--- src/rtl/addsub_pkg.sv ---
// Shared types and constants for the bit-serial add/subtract sequencer.
package addsub_pkg;

    typedef enum logic [1:0] {
        IDLE = 2'd0,
        RUN  = 2'd1,
        DONE = 2'd2
    } state_t;

    // Operation select, same sense as the add_sub cell enable.
    localparam logic OP_ADD = 1'b1;
    localparam logic OP_SUB = 1'b0;

endpackage

--- src/rtl/add_sub.sv ---
// 1-bit add/subtract cell: full adder and full subtractor sharing inputs.
// en = 1 selects add (sum/carry valid), en = 0 selects subtract (diff/burrow valid);
// the unselected pair is driven to 0.
module add_sub (
    input  logic a,
    input  logic b,
    input  logic cin,
    input  logic en,
    output logic sum,
    output logic carry,
    output logic diff,
    output logic burrow
);

    logic axb;

    // Full-adder / full-subtractor equations, gated by the operation select
    always_comb begin
        axb    = a ^ b;
        sum    = en & (axb ^ cin);
        carry  = en & ((a & b) | (cin & axb));
        diff   = ~en & (axb ^ cin);
        burrow = ~en & ((~a & b) | (~axb & cin));
    end

endmodule

--- src/rtl/serial_addsub_ctrl.sv ---
// Bit-serial WIDTH-bit add/subtract sequencer around one add_sub cell.
// Operands are shifted out LSB first, one bit per clock; the carry/borrow
// is held in a flop between bits and results are shifted in from the top.
module serial_addsub_ctrl
    import addsub_pkg::*;
#(
    parameter int unsigned WIDTH = 8
) (
    input  logic             clk,
    input  logic             rst_n,
    input  logic             start,
    input  logic             op,
    input  logic [WIDTH-1:0] a,
    input  logic [WIDTH-1:0] b,
    output logic             busy,
    output logic             done,
    output logic [WIDTH-1:0] result,
    output logic             cout
);

    localparam int unsigned CW = $clog2(WIDTH);
    localparam logic [CW-1:0] LAST = CW'(WIDTH - 1);

    state_t         state;
    logic [WIDTH-1:0] a_sh;
    logic [WIDTH-1:0] b_sh;
    logic           op_r;
    logic           cy;
    logic [CW-1:0]  cnt;

    logic cell_sum;
    logic cell_carry;
    logic cell_diff;
    logic cell_burrow;
    logic bit_out;
    logic cy_out;

    add_sub u_cell (
        .a      (a_sh[0]),
        .b      (b_sh[0]),
        .cin    (cy),
        .en     (op_r),
        .sum    (cell_sum),
        .carry  (cell_carry),
        .diff   (cell_diff),
        .burrow (cell_burrow)
    );

    // Pick the result bit and carry/borrow for the latched operation
    always_comb begin
        bit_out = (op_r == OP_ADD) ? cell_sum   : cell_diff;
        cy_out  = (op_r == OP_ADD) ? cell_carry : cell_burrow;
    end

    // Status flags decode straight from registered state
    assign busy = (state == RUN);
    assign done = (state == DONE);

    // Sequencer: operand load, per-bit shifting, carry flop and counter
    always_ff @(posedge clk or negedge rst_n) begin
        if (!rst_n) begin
            state  <= IDLE;
            a_sh   <= '0;
            b_sh   <= '0;
            op_r   <= 1'b0;
            cy     <= 1'b0;
            cnt    <= '0;
            result <= '0;
            cout   <= 1'b0;
        end else begin
            unique case (state)
                IDLE, DONE: begin
                    if (start) begin
                        a_sh   <= a;
                        b_sh   <= b;
                        op_r   <= op;
                        cy     <= 1'b0;
                        cnt    <= '0;
                        result <= '0;
                        state  <= RUN;
                    end else begin
                        state  <= IDLE;
                    end
                end
                RUN: begin
                    result <= {bit_out, result[WIDTH-1:1]};
                    cy     <= cy_out;
                    a_sh   <= a_sh >> 1;
                    b_sh   <= b_sh >> 1;
                    cnt    <= cnt + CW'(1);
                    if (cnt == LAST) begin
                        cout  <= cy_out;
                        state <= DONE;
                    end
                end
                default: state <= IDLE;
            endcase
        end
    end

endmodule

--- config.mk ---
export PLATFORM = sky130hd
export DESIGN_NAME = serial_addsub_ctrl
export DESIGN_NICKNAME = d
export VERILOG_FILES = /design/src/rtl/addsub_pkg.sv /design/src/rtl/add_sub.sv /design/src/rtl/serial_addsub_ctrl.sv
export SDC_FILE = /design/constraint.sdc
export NUM_CORES = 1
export LEC_CHECK = 0
export CAP_MARGIN = 20
export CELL_PAD_IN_SITES_DETAIL_PLACEMENT = 2
export CELL_PAD_IN_SITES_GLOBAL_PLACEMENT = 2
export CORE_UTILIZATION = 31
export DETAILED_ROUTE_END_ITERATION = 16
export PLACE_DENSITY_LB_ADDON = 0.1
export SLEW_MARGIN = 10
export SYNTH_ARGS = -nofsm -noshare
export SYNTH_HDL_FRONTEND = slang
export SYNTH_SLANG_ARGS = --single-unit
--- constraint.sdc ---
create_clock -name clk -period 1.5 [get_ports clk]
set_input_delay 0.375 -clock clk [delete_from_list [all_inputs] [get_ports clk]]
set_output_delay 0.375 -clock clk [all_outputs]
set_load 0.02 [all_outputs]
After elaboration in Yosys (flattened, before gate mapping)
Cells that the tools add are included.
W data, S select, Z words.
{"block": "classes", "muxes": 15, "reduce_logical": 6, "n_addsub": 1, "bitwise_logic": 15, "eq_ne": 5}
{"operator": "$pmux W8 S2", "n": 3}
{"operator": "$mux W8", "n": 3}
{"operator": "$and A1 B1 Y1", "n": 8}
{"operator": "$pmux W3 S2", "n": 1}
{"operator": "$reduce_and A2 Y1", "n": 3}
{"operator": "$mux W1", "n": 4}
{"operator": "$pmux W2 S2", "n": 1}
{"operator": "$add A3 B1 Y3 const B", "n": 1}
{"operator": "$eq A3 B3 Y1 const B", "n": 1}
{"operator": "$mux W3", "n": 1}
{"operator": "$not A1 Y1", "n": 3}
{"operator": "$eq A2 B1 Y1 const B", "n": 1}
{"operator": "$eq A2 B2 Y1 const B", "n": 1}
{"operator": "$logic_not A2 Y1", "n": 1}
{"operator": "$mux W2", "n": 1}
{"operator": "$ne A2 B1 Y1 const B", "n": 1}
{"operator": "$ne A2 B2 Y1 const B", "n": 1}
{"operator": "$or A1 B1 Y1", "n": 2}
{"operator": "$pmux W1 S2", "n": 1}
{"operator": "$reduce_bool A2 Y1", "n": 1}
{"operator": "$reduce_or A2 Y1", "n": 1}
{"operator": "$xor A1 B1 Y1", "n": 2}
{"block": "totals", "ff_bits": 32, "in_bits": 20, "wordCells": 50, "out_inout_bits": 11}

Depth between registers and ports, before layout
Gate-level depths: netlist (run 1).
{"block": "depth", "word_depth": 7, "ltp_mapped": 5}

By module
From an unflattened synthesis (run 1), not the netlist that was laid out.
{"block": "hier_totals", "cells_unflattened": 137, "hier_area_um2": 1458.9}
{"mod": "serial_addsub_ctrl", "area_each_um2": 1390.1, "seq_area_each_um2": 800.8, "n_inst": 1, "cells_each": 130}
{"mod": "add_sub", "area_each_um2": 68.8, "seq_area_each_um2": 0.0, "n_inst": 1, "cells_each": 7}

Worst setup path after synthesis (run 1)
No wires, ideal clock.
{"block": "synth_timing", "kind": "register to output", "startpoint": "register state[1]", "endpoint": "output busy", "path_slack_ns": 0.243, "path_stages_with_launch": 4, "n_path_buf": 1, "t_arrival_ns": 0.882, "required_ns": 1.125, "path_cell_list": "dfrtp_1 nand2b_2 inv_2 buf_2"}
{"block": "synth_between", "elab_chain_len": 1}
{"item": "start: declaration", "line_no": "serial_addsub_ctrl.sv:24", "rtl": "state_t state;"}
{"item": "start signal: assignment", "line_no": "serial_addsub_ctrl.sv:62", "rtl": "state <= IDLE;"}
{"item": "start signal: assignment", "line_no": "serial_addsub_ctrl.sv:80", "rtl": "state <= RUN;"}
{"item": "start signal: assignment", "line_no": "serial_addsub_ctrl.sv:82", "rtl": "state <= IDLE;"}
{"item": "$eq A2 B1 Y1", "line_no": "serial_addsub_ctrl.sv:56", "rtl": "assign busy = (state == RUN);"}
{"item": "end: declaration", "line_no": "serial_addsub_ctrl.sv:15", "rtl": "output logic busy,"}
Every way passes these cells.

Worst setup path in the final report (run 1)
{"block": "layout_timing", "startpoint": "register cy", "endpoint": "register cout"}
{"block": "layout_between", "elab_chain_len": 4}
{"item": "start: declaration", "line_no": "serial_addsub_ctrl.sv:28", "rtl": "logic cy;"}
{"item": "start signal: assignment", "line_no": "serial_addsub_ctrl.sv:87", "rtl": "cy <= cy_out;"}
{"item": "$and A1 B1 Y1 (on tied branches)", "line_no": "add_sub.sv:23, add_sub.sv:21"}
{"item": "$or A1 B1 Y1 (on tied branches)", "line_no": "add_sub.sv:23, add_sub.sv:21"}
{"item": "$and A1 B1 Y1 (on tied branches)", "line_no": "add_sub.sv:23, add_sub.sv:21"}
{"item": "$mux W1 (*)", "line_no": "serial_addsub_ctrl.sv:52", "rtl": "cy_out = (op_r == OP_ADD) ? cell_carry : cell_burrow;"}
{"item": "end signal: assignment", "line_no": "serial_addsub_ctrl.sv:92", "rtl": "cout <= cy_out;"}
{"item": "end: declaration", "line_no": "serial_addsub_ctrl.sv:18", "rtl": "output logic cout"}
Mark *: on every way between the ends. The rest lies on a longest branch, timed or not.
A chain may end at the register's enable or synchronous reset.

==> results of run 1 <==
-- cell usage in the layout (no fill, tap or decap), types with 3 or more instances in the layout --
master            n
buf_12            3
a22o_1           13
clkdlybuf4s50_1  19
inv_1             3
dfrtp_1          32
nor2_1           14
clkbuf_8          5
dlygate4sd2_1     9
a31oi_1          14
buf_4             5
nand2_1          31
-- state kept, by name, summed over array words and instances, names as in the netlist --
signal,count
a_sh,8
b_sh,8
cnt,3
cout,1
cy,1
op_r,1
result,8
state,2
-- worst min-delay path by stage --
stage	slack (ns)	to	depth (start not counted)
6_report	0.45	a_sh[4]$_DFFE_PN0P_	2
5_1_grt	0.46	a_sh[4]$_DFFE_PN0P_	2
4_1_cts	0.46	a_sh[4]$_DFFE_PN0P_	2
3_5_place_dp	0.48	result[0]$_DFFE_PN0P_	1
3_3_place_gp	0.49	cnt[1]$_DFFE_PN0P_	1
2_1_floorplan	0.08	a_sh[0]$_DFFE_PN0P_	0
-- cells in the mapped netlist (3+ instances only) --
| library cell | number | area (µm²) |
|---|---|---|
| dfrtp_1 | 32 | 801 |
| nand2_1 | 31 | 116 |
| a31oi_1 | 14 | 87.6 |
| nor2_1 | 14 | 52.6 |
| a22o_1 | 13 | 114 |
| buf_4 | 4 | 30.0 |
| inv_1 | 3 | 11.3 |
-- routing by layer --
layer	track usage, %	wire length, µm
met1	20.4	1600
met2	27.8	1710
met3	4.24	144
met4	7.48	64
met5	0	0
-- per-stage QoR --
step | cell area [µm²] | worst slack [ns] | setup TNS, ns | util [%] | instances
after detailed placement | 1800 | -0.152 | -2.77 | 41.6 | 213
after CTS | 1860 | 0.0328 | 0 | 43.0 | 220
after floorplan | 1390 | 0.243 | 0 | - | 132
after global placement | 1800 | -0.131 | -2.28 | 41.6 | 213
final | 1850 | 0.0676 | 0 | 42.9 | 220
after global routing | 1850 | 0.0225 | 0 | 42.9 | 220
-- power by group through the flow --
stage / Sequential (mW) / Combinational (mW) / Clock, mW
after floorplan: 1.61 / 1.11 / 0
after global placement: 1.53 / 1.81 / 0
after detailed placement: 1.56 / 1.91 / 0
after CTS: 1.55 / 1.83 / 0.643
after global routing: 1.59 / 2.01 / 0.682
final: 1.54 / 1.78 / 0.619
-- what timing repair did --
action	4_1_cts	5_1_grt
setup buffers	0	0
resized for setup	16	1
pin swaps	0	0
setup endpoints to repair	11	1
-- area by class of cell --
cell class | count | share of cell area [%]
well taps | 52 | 3.51
repair buffers | 38 | 20.3
clock inverters | 1 | 0.270
multi-input cells | 87 | 28.0
clock buffers | 6 | 3.91
flip-flops and latches | 32 | 43.2
inverters | 4 | 0.810
-- cells by family (layout without fill, tap and decap cells) --
logic type / Yosys count / after routing / share of synthesized area (%)
buf+inv: 13 / 49 / 5.30
mux: 2 / 2 / 1.53
fa+ha+maj: 4 / 4 / 4.67
flops: 32 / 32 / 57.5
simple gates: 52 / 52 / 15.9
compound gates: 29 / 29 / 15.2
==> results.txt, run 1 <==
Fillers: 453
Die W: 69.1 µm
Via-per-instance ratio: 4.98
Antenna diodes: 0
CP Depth: 4
Synth Flop Type: dfrtp_1
CTS Root Cell: clkbuf_8
Critical Path RT: 1.72 ns
Outcome: finished, final reports clean
Peak supply drop: 0.000755 V
Sequential area share after synthesis: 57.5%
DRT iter0 DRCs: 36
Logic pwr share: 45.2%
Final Hold Fails: 0
EDFF count, synth: 0
Startpoint Class: flip-flop
Vias in the first global route: 1263
Drt pass-1 iters: 4
Residual DRC: 0
Setup Viol. Count Final: 0
R2R Setup Slk: 0.07 ns
CP Capture Type: flip-flop
Kind of critical path: reg2reg
Number of max-cap violations: 0
Critical path origin: cy$_DFFE_PN0P_
Slowest cell delay on critical path: 0.43 ns
Yosys cell types: 22
Post-Syn Instances: 132
CTS tree: done
Grt ovf: 0
Period utilisation layout: 95.5%
Multi-input logic area: 519 µm²
DP HPWL: 2480 µm
Storage element area: 801 µm²
Static Leak: 0.866 nW
Largest net degree at the start of global routing: 33
CORE AREA: 4320 µm²
Routability cong.: 0.715
Share of post-route cells with drive strength above 1: 12.5%
Worst Path Arrival: 1.65 ns
Highest Clock Rate: 698 MHz
Crit Reg-Reg Endpoint: cout$_DFFE_PN0P_
RSZ-0062 raised after global routing: no
CP max stage cell: fa_1
Clk sink count: 32
Bufs on Longest Clock Path: 2
Total Routed Length: 3520 µm
Antenna viol nets, final: 0
Worst-margin pin slew: 0.308 ns
Die area: 4770 µm²
Critical path's top delay family: multiplexers
Post-synthesis cell area: 1390 µm²
Worst reg-to-reg path cell count: 4
Switch Pwr: 1.56 mW
Die Y: 69.1 µm
Via count: 1096
Worst Setup EP: cout$_DFFE_PN0P_
Crit path cell chain: inv_1 > fa_1 > mux2i_1 > mux2_2
Cts bufs inserted: 5
Slew Limit Fails: 0
Internal power: 2.38 mW
IO buf count: 30
Routed WL per cell: 16.0 µm
Final #Nets: 192
RR Startpoint: cy$_DFFE_PN0P_
# rows: 24
P per Cell Area: 2130 nW/µm²
Clock skew: 0.00711 ns
Worst-path clk slew: 0.07 ns
Overall Global Routing Usage: 16.8%
Synthesized area per cell: 10.6 µm²
Antenna violations before repair: 0
Clock power share: 15.7%
Worst hold slack: 0.450 ns
Ys async rst share: 100%
Slew margin rel.: 78.9%
Buf/Inv on CP: 1
Sequential power share: 39.0%
# hold bufs at CTS: 0
Crit Path Max Fanout: 2
First-pass GRT wire length: 6210 µm
Mapped Nets: 156
Sw Share: 39.6%
Initial Util: 32.2%
Io pins: 31
Power Total: 3.94 mW
Hold crit path type: in2async
YS warnings: 0
Area grow syn2layout: 33.0%
H-tree levels: 2
Synthesis-stage register bit count: 32
Min Clock Period, post-route: 1.43 ns
Clock Latency Late Sink: 0.28 ns
Power figures use the tool's default switching activity.
==> run 2: changes to the inputs <==
--- a/config.mk
+++ b/config.mk
@@ -8,7 +8,7 @@
 export CAP_MARGIN = 20
 export CELL_PAD_IN_SITES_DETAIL_PLACEMENT = 2
 export CELL_PAD_IN_SITES_GLOBAL_PLACEMENT = 2
-export CORE_UTILIZATION = 31
+export CORE_UTILIZATION = 28
 export DETAILED_ROUTE_END_ITERATION = 16
 export PLACE_DENSITY_LB_ADDON = 0.1
 export SLEW_MARGIN = 10
==> constraint.sdc (replaced) <==
create_clock -name clk -period 1.15 [get_ports clk]
set_input_delay 0.2875 -clock clk [delete_from_list [all_inputs] [get_ports clk]]
set_output_delay 0.2875 -clock clk [all_outputs]
set_load 0.02 [all_outputs]
==> results.txt, run 2 (same netlist as run 1, synthesis figures left out) <==
Outcome: complete, but fails checks (was finished, final reports clean)
Failing checks: setup timing
Slew margin rel.: 82.1% (was 78.9%)
Antenna viol nets, final: 0 (unchanged)
Via count: 1218 (was 1096)
Power Total: 6.62 mW (was 3.94 mW)
Final Util: 47.5% (was 42.9%)
Routed WL per cell: 17.7 µm (was 16.0 µm)
CTS tree: done (unchanged)
P per Cell Area: 2930 nW/µm² (was 2130 nW/µm²)
Number of max-cap violations: 0 (unchanged)
Die W: 72.6 µm (was 69.1 µm)
Worst-margin pin slew: 0.269 ns (was 0.308 ns)
CTS Root Cell: clkbuf_8 (unchanged)
Static Leak: 1.03 nW (was 0.866 nW)
Final #Nets: 213 (was 192)
Final setup TNS: -2.53 ns (was 0 ns)
Cts bufs inserted: 5 (unchanged)
Sequential power share: 30.8% (was 39.0%)
Slew Limit Fails: 0 (unchanged)
CP Capture Type: flip-flop (unchanged)
Clock skew: 0.00570 ns (was 0.00711 ns)
Final Hold Fails: 0 (unchanged)
Min Clock Period, post-route: 1.30 ns (was 1.43 ns)
Switch Pwr: 2.60 mW (was 1.56 mW)
Sw Share: 39.2% (was 39.6%)
Antenna violations before repair: 0 (unchanged)
Clock power share: 14.0% (was 15.7%)
DP HPWL: 2610 µm (was 2480 µm)
DRT met1 WL: 1870 µm (was 1600 µm)
Die Y: 72.6 µm (was 69.1 µm)
Clock Latency Late Sink: 0.28 ns (about the same)
Routability cong.: 0.727 (was 0.715)
Startpoint Class: flip-flop (unchanged)
Peak supply drop: 0.00110 V (was 0.000755 V)
Via-per-instance ratio: 4.76 (was 4.98)
# hold bufs at CTS: 0 (unchanged)
Crit Path Max Fanout: 7 (was 2)
Max layer used: met4 (unchanged)
Setup Viol. Count Final: 32 (was 0)
Residual DRC: 0 (unchanged)
Grt ovf: 0 (unchanged)
Worst-path clk slew: 0.07 ns (about the same)
Die area: 5260 µm² (was 4770 µm²)
Clk sink count: 32 (unchanged)
H-tree levels: 2 (unchanged)
Share of post-route cells with drive strength above 1: 42.9% (was 12.5%)
Area grow syn2layout: 62.1% (was 33.0%)
CORE AREA: 4750 µm² (was 4320 µm²)
Setup WS post-layout: -0.149 ns (was 0.0676 ns)
Hold crit path type: in2async (unchanged)
Worst Path Arrival: 1.46 ns (was 1.65 ns)
Fillers: 488 (was 453)
Critical Path RT: 1.32 ns (was 1.72 ns)
Io pins: 31 (unchanged)
Highest Clock Rate: 770 MHz (was 698 MHz)
Met2 wire len: 2460 µm (was 1710 µm)
Multi-input logic area: 677 µm² (was 519 µm²)
Antenna diodes: 0 (unchanged)
Bufs on Longest Clock Path: 2 (unchanged)
First-pass GRT wire length: 6690 µm (was 6210 µm)
Vias in the first global route: 1313 (was 1263)
Most frequent cells in the layout: dfrtp_1, clkdlybuf4s50_1, buf_4, nand2_1, nor2_1 (was dfrtp_1, nand2_1, clkdlybuf4s50_1, nor2_1, a31oi_1)
Initial Util: 29.3% (was 32.2%)
DRT iter0 DRCs: 32 (was 36)
Logic pwr share: 55.1% (was 45.2%)
Top flop regs: a_sh (8), b_sh (8), result (8) (unchanged)
Storage element area: 801 µm² (unchanged)
RSZ-0062 raised after global routing: yes (was no)
Drt pass-1 iters: 4 (unchanged)
Period utilisation layout: 113% (was 95.5%)
Most common cell after layout, fill and taps aside: dfrtp_1 (unchanged)
Kind of critical path: reg2reg (unchanged)
Overall Global Routing Usage: 17.7% (was 16.8%)
IO buf count: 30 (unchanged)
# rows: 25 (was 24)
Internal power: 4.03 mW (was 2.38 mW)
Met3 Wirelength: 163 µm (was 144 µm)
Total Routed Length: 4540 µm (was 3520 µm)
Largest net degree at the start of global routing: 33 (unchanged)
==> run 2: cell count changes in the layout (fill, tap and decap cells not counted), moves of 3 or more <==
cell / delta
nand2_1: -16
nand2_2: +13
buf_4: +12
buf_6: +8
dlygate4sd2_1: -8
buf_2: +5
inv_1: -3
nand2_4: +3
==> run 2: worst max-delay path: stages, from the launching register on <==
cell	delay [ns]
dfrtp_1	0.43
buf_6	0.14
nor2b_4	0.14
buf_6	0.16
nor2_4	0.07
a22o_1	0.24
==> run 2: what timing repair did <==
| action | CTS | global route |
|---|---|---|
| pin swaps | 17 | 20 |
| setup buffers | 7 | 6 |
| setup endpoints to repair | 41 | 35 |
| gates cloned | 1 | 2 |
| gates resized for setup | 74 | 25 |
==> run 2: worst paths after layout <==
path                                      start             endpoint  slack (ns)  cells after the start
setup / recovery           state[0]$_DFFE_PN0P_       cy$_DFFE_PN0P_       -0.15                      5
setup reg to reg           state[0]$_DFFE_PN0P_       cy$_DFFE_PN0P_       -0.15                      5
max in group asynchronous                 rst_n  b_sh[0]$_DFFE_PN0P_        0.60                      2
hold / removal                            rst_n  a_sh[1]$_DFFE_PN0P_        0.38                      2
min in group clk               cout$_DFFE_PN0P_     cout$_DFFE_PN0P_        0.51                      1
hold reg to reg                cout$_DFFE_PN0P_     cout$_DFFE_PN0P_        0.51                      1
==> run 2: through the flow <==
step / setup WS [ns] / instance area, µm² / hold slack (ns) / cells
2_1_floorplan: -0.0467 / 1410 / -0.00809 / 132
3_3_place_gp: -0.409 / 1900 / 0.488 / 237
3_5_place_dp: -0.429 / 1900 / 0.502 / 237
4_1_cts: -0.144 / 2080 / 0.384 / 248
5_1_grt: -0.212 / 2260 / 0.396 / 256
6_report: -0.149 / 2260 / 0.380 / 256
==> run 2: cell type report <==
class,count,share of cell area (%)
Timing Repair Buffer,58,25.9
Multi-Input combinational cell,88,30.0
Sequential cell,32,35.4
Inverter,4,0.775
Tap cell,67,3.71
Clock buffer,7,4.26
==> run 2: metal layers <==
layer	up-vias	track usage (%)
li1	560	-
met1	626	21.1
met2	27	31.5
met3	5	4.17
met4	0	5.23
met5	-	0
==> run 2: power by group through the flow <==
stage	clock network (mW)	registers (mW)	logic, mW
floorplan	0	2.12	1.49
global placement	0	1.97	2.65
detailed placement	0	2.01	2.82
CTS	0.959	2.01	3.12
global route	1.00	2.11	3.97
finish	0.930	2.04	3.65
==> run 3: changes to the inputs <==
--- a/config.mk
+++ b/config.mk
@@ -5,12 +5,14 @@
 export SDC_FILE = /design/constraint.sdc
 export NUM_CORES = 1
 export LEC_CHECK = 0
+export ABC_CLOCK_PERIOD_IN_PS = 1150
 export CAP_MARGIN = 20
 export CELL_PAD_IN_SITES_DETAIL_PLACEMENT = 2
 export CELL_PAD_IN_SITES_GLOBAL_PLACEMENT = 2
 export CORE_UTILIZATION = 28
 export DETAILED_ROUTE_END_ITERATION = 16
 export PLACE_DENSITY_LB_ADDON = 0.1
+export RECOVER_POWER = 50
 export SLEW_MARGIN = 10
 export SYNTH_ARGS = -nofsm -noshare
 export SYNTH_HDL_FRONTEND = slang
==> results.txt, run 3 (same netlist as run 1, synthesis figures left out) <==
Overall Global Routing Usage: 17.7% (unchanged)
Antenna violations before repair: 0 (unchanged)
CTS Root Cell: clkbuf_8 (unchanged)
CP max stage cell: dfrtp_1 (unchanged)
Failing checks: setup timing (unchanged)
Peak supply drop: 0.00110 V (about the same)
Residual DRC: 0 (unchanged)
Power Total: 6.61 mW (was 6.62 mW)
Die Y: 72.6 µm (unchanged)
Crit path cell chain: buf_6 > nor2b_4 > buf_6 > nor2_4 > a22o_1 (unchanged)
Critical path's top delay family: flip-flops (unchanged)
Slowest cell delay on critical path: 0.43 ns (about the same)
# rows: 25 (unchanged)
Drt pass-1 iters: 3 (was 4)
Via-per-instance ratio: 4.71 (was 4.76)
DP HPWL: 2610 µm (unchanged)
Slew margin rel.: 69.7% (was 82.1%)
Initial Util: 29.3% (unchanged)
Final #Nets: 213 (unchanged)
P per Cell Area: 2940 nW/µm² (was 2930 nW/µm²)
H-tree levels: 2 (unchanged)
Setup WS post-layout: -0.146 ns (was -0.149 ns)
Final instance area: 2250 µm² (was 2260 µm²)
Most frequent cells in the layout: dfrtp_1, clkdlybuf4s50_1, buf_4, nand2_1, nor2_1 (unchanged)
Final Hold Fails: 0 (unchanged)
Period utilisation layout: 113% (about the same)
Post-DP Area: 1900 µm² (unchanged)
Slew Limit Fails: 0 (unchanged)
CP Capture Type: flip-flop (unchanged)
Share of post-route cells with drive strength above 1: 42.9% (unchanged)
Buf/Inv on CP: 2 (unchanged)
Critical Path RT: 1.32 ns (about the same)
Outcome: complete, but fails checks (unchanged)
Routed WL per cell: 17.7 µm (about the same)
Area grow syn2layout: 61.2% (was 62.1%)
Inst Count DP: 237 (unchanged)
Kind of critical path: reg2reg (unchanged)
Highest Clock Rate: 772 MHz (was 770 MHz)
Largest net degree at the start of global routing: 33 (unchanged)
Worst-margin pin slew: 0.454 ns (was 0.269 ns)
Clock skew: 0.00520 ns (was 0.00570 ns)
Worst-path clk slew: 0.06 ns (was 0.07 ns)
IO buf count: 30 (unchanged)
Grt ovf: 0 (unchanged)
Fin cells: 256 (unchanged)
Setup Viol. Count Final: 32 (unchanged)
Antenna viol nets, final: 0 (unchanged)
CTS tree: done (unchanged)
Io pins: 31 (unchanged)
# hold bufs at CTS: 0 (unchanged)
Pre-CTS WS: -0.429 ns (unchanged)
Bufs on Longest Clock Path: 2 (unchanged)
Total Routed Length: 4540 µm (about the same)
Top flop regs: a_sh (8), b_sh (8), result (8) (unchanged)
RSZ-0062 raised after global routing: yes (unchanged)
Static Leak: 1.02 nW (was 1.03 nW)
DRT iter0 DRCs: 26 (was 32)
Min Clock Period, post-route: 1.30 ns (about the same)
Clk sink count: 32 (unchanged)
Die W: 72.6 µm (unchanged)
Number of max-cap violations: 0 (unchanged)
CORE AREA: 4750 µm² (unchanged)
Cts bufs inserted: 5 (unchanged)
Worst Path Arrival: 1.46 ns (about the same)
Clock Latency Late Sink: 0.28 ns (about the same)
Startpoint Class: flip-flop (unchanged)
Crit Path Max Fanout: 7 (unchanged)
Worst hold slack: 0.513 ns (was 0.380 ns)
Routability cong.: 0.727 (unchanged)
First-pass GRT wire length: 6690 µm (unchanged)
Hold crit path type: reg2reg (was in2async)
Via count: 1206 (was 1218)
Antenna diodes: 0 (unchanged)
Die area: 5260 µm² (unchanged)
Crit-path most repeated cell: buf_6 (unchanged)
Vias in the first global route: 1313 (unchanged)
Most common cell after layout, fill and taps aside: dfrtp_1 (unchanged)
-- run 3: changes by cell type in the layout (fill, tap and decap cells not counted), sizes merged --
cell	delta
clkdlybuf4s50	-1
dlygate4sd3	+1
buf	-1
clkbuf	+1
-- run 3: final timing paths --
path                                      start                   to  slack [ns]  depth (start not counted)
max                        state[0]$_DFFE_PN0P_       cy$_DFFE_PN0P_       -0.15                          5
min                            cout$_DFFE_PN0P_     cout$_DFFE_PN0P_        0.51                          1
max reg2reg                state[0]$_DFFE_PN0P_       cy$_DFFE_PN0P_       -0.15                          5
min reg2reg                    cout$_DFFE_PN0P_     cout$_DFFE_PN0P_        0.51                          1
max in group asynchronous                 rst_n  b_sh[1]$_DFFE_PN0P_        0.30                          2
min in group asynchronous                 rst_n  a_sh[1]$_DFFE_PN0P_        0.53                          2
-- run 3: metrics by stage --
stage | util, % | TNS, ns
after floorplan | - | -0.115
after global placement | 40.1 | -11.29
after detailed placement | 40.1 | -12.03
after CTS | 43.8 | -2.07
after global routing | 47.3 | -4.70
final | 47.3 | -2.50
-- run 3: timing repair --
| action | 4_1_cts | 5_1_grt |
|---|---|---|
| setup buffers | 7 | 6 |
| gates cloned | 1 | 2 |
| setup endpoints to repair | 41 | 35 |
| pin swaps | 17 | 20 |
| gates resized for setup | 74 | 25 |
-- run 3: cell type report --
type	count	area, µm²
fillers	490	2510
inverters	4	17.5
flip-flops and latches	32	801
repair buffers	58	572
well taps	67	83.8
clock buffers	7	96.3
multi-input cells	88	677
-- run 3: worst register-to-register path, delay by kind of cell (launching register included) --
family / cells / cell delay (ns)
and+or+nand+nor: 2 / 0.21
buffers and inverters: 2 / 0.30
DFF: 1 / 0.43
AOI/OAI and AO/OA: 1 / 0.24
-- run 3: power breakdown --
| part | internal [mW] | switching, mW | leakage, nW |
|---|---|---|---|
| sequential | 1.66 | 0.379 | 0.387 |
| combinational | 1.82 | 1.82 | 0.585 |
| clock | 0.532 | 0.397 | 0.0503 |
-- run 3: metal layers --
layer  global-route usage, %  routed length [µm]  part of all wire [%]
met1                    21.1                1850                    41
met2                    31.5                2490                    55
met3                    4.17                 145                   3.2
met4                    5.23                  49                   1.1
met5                       0                   0                     0
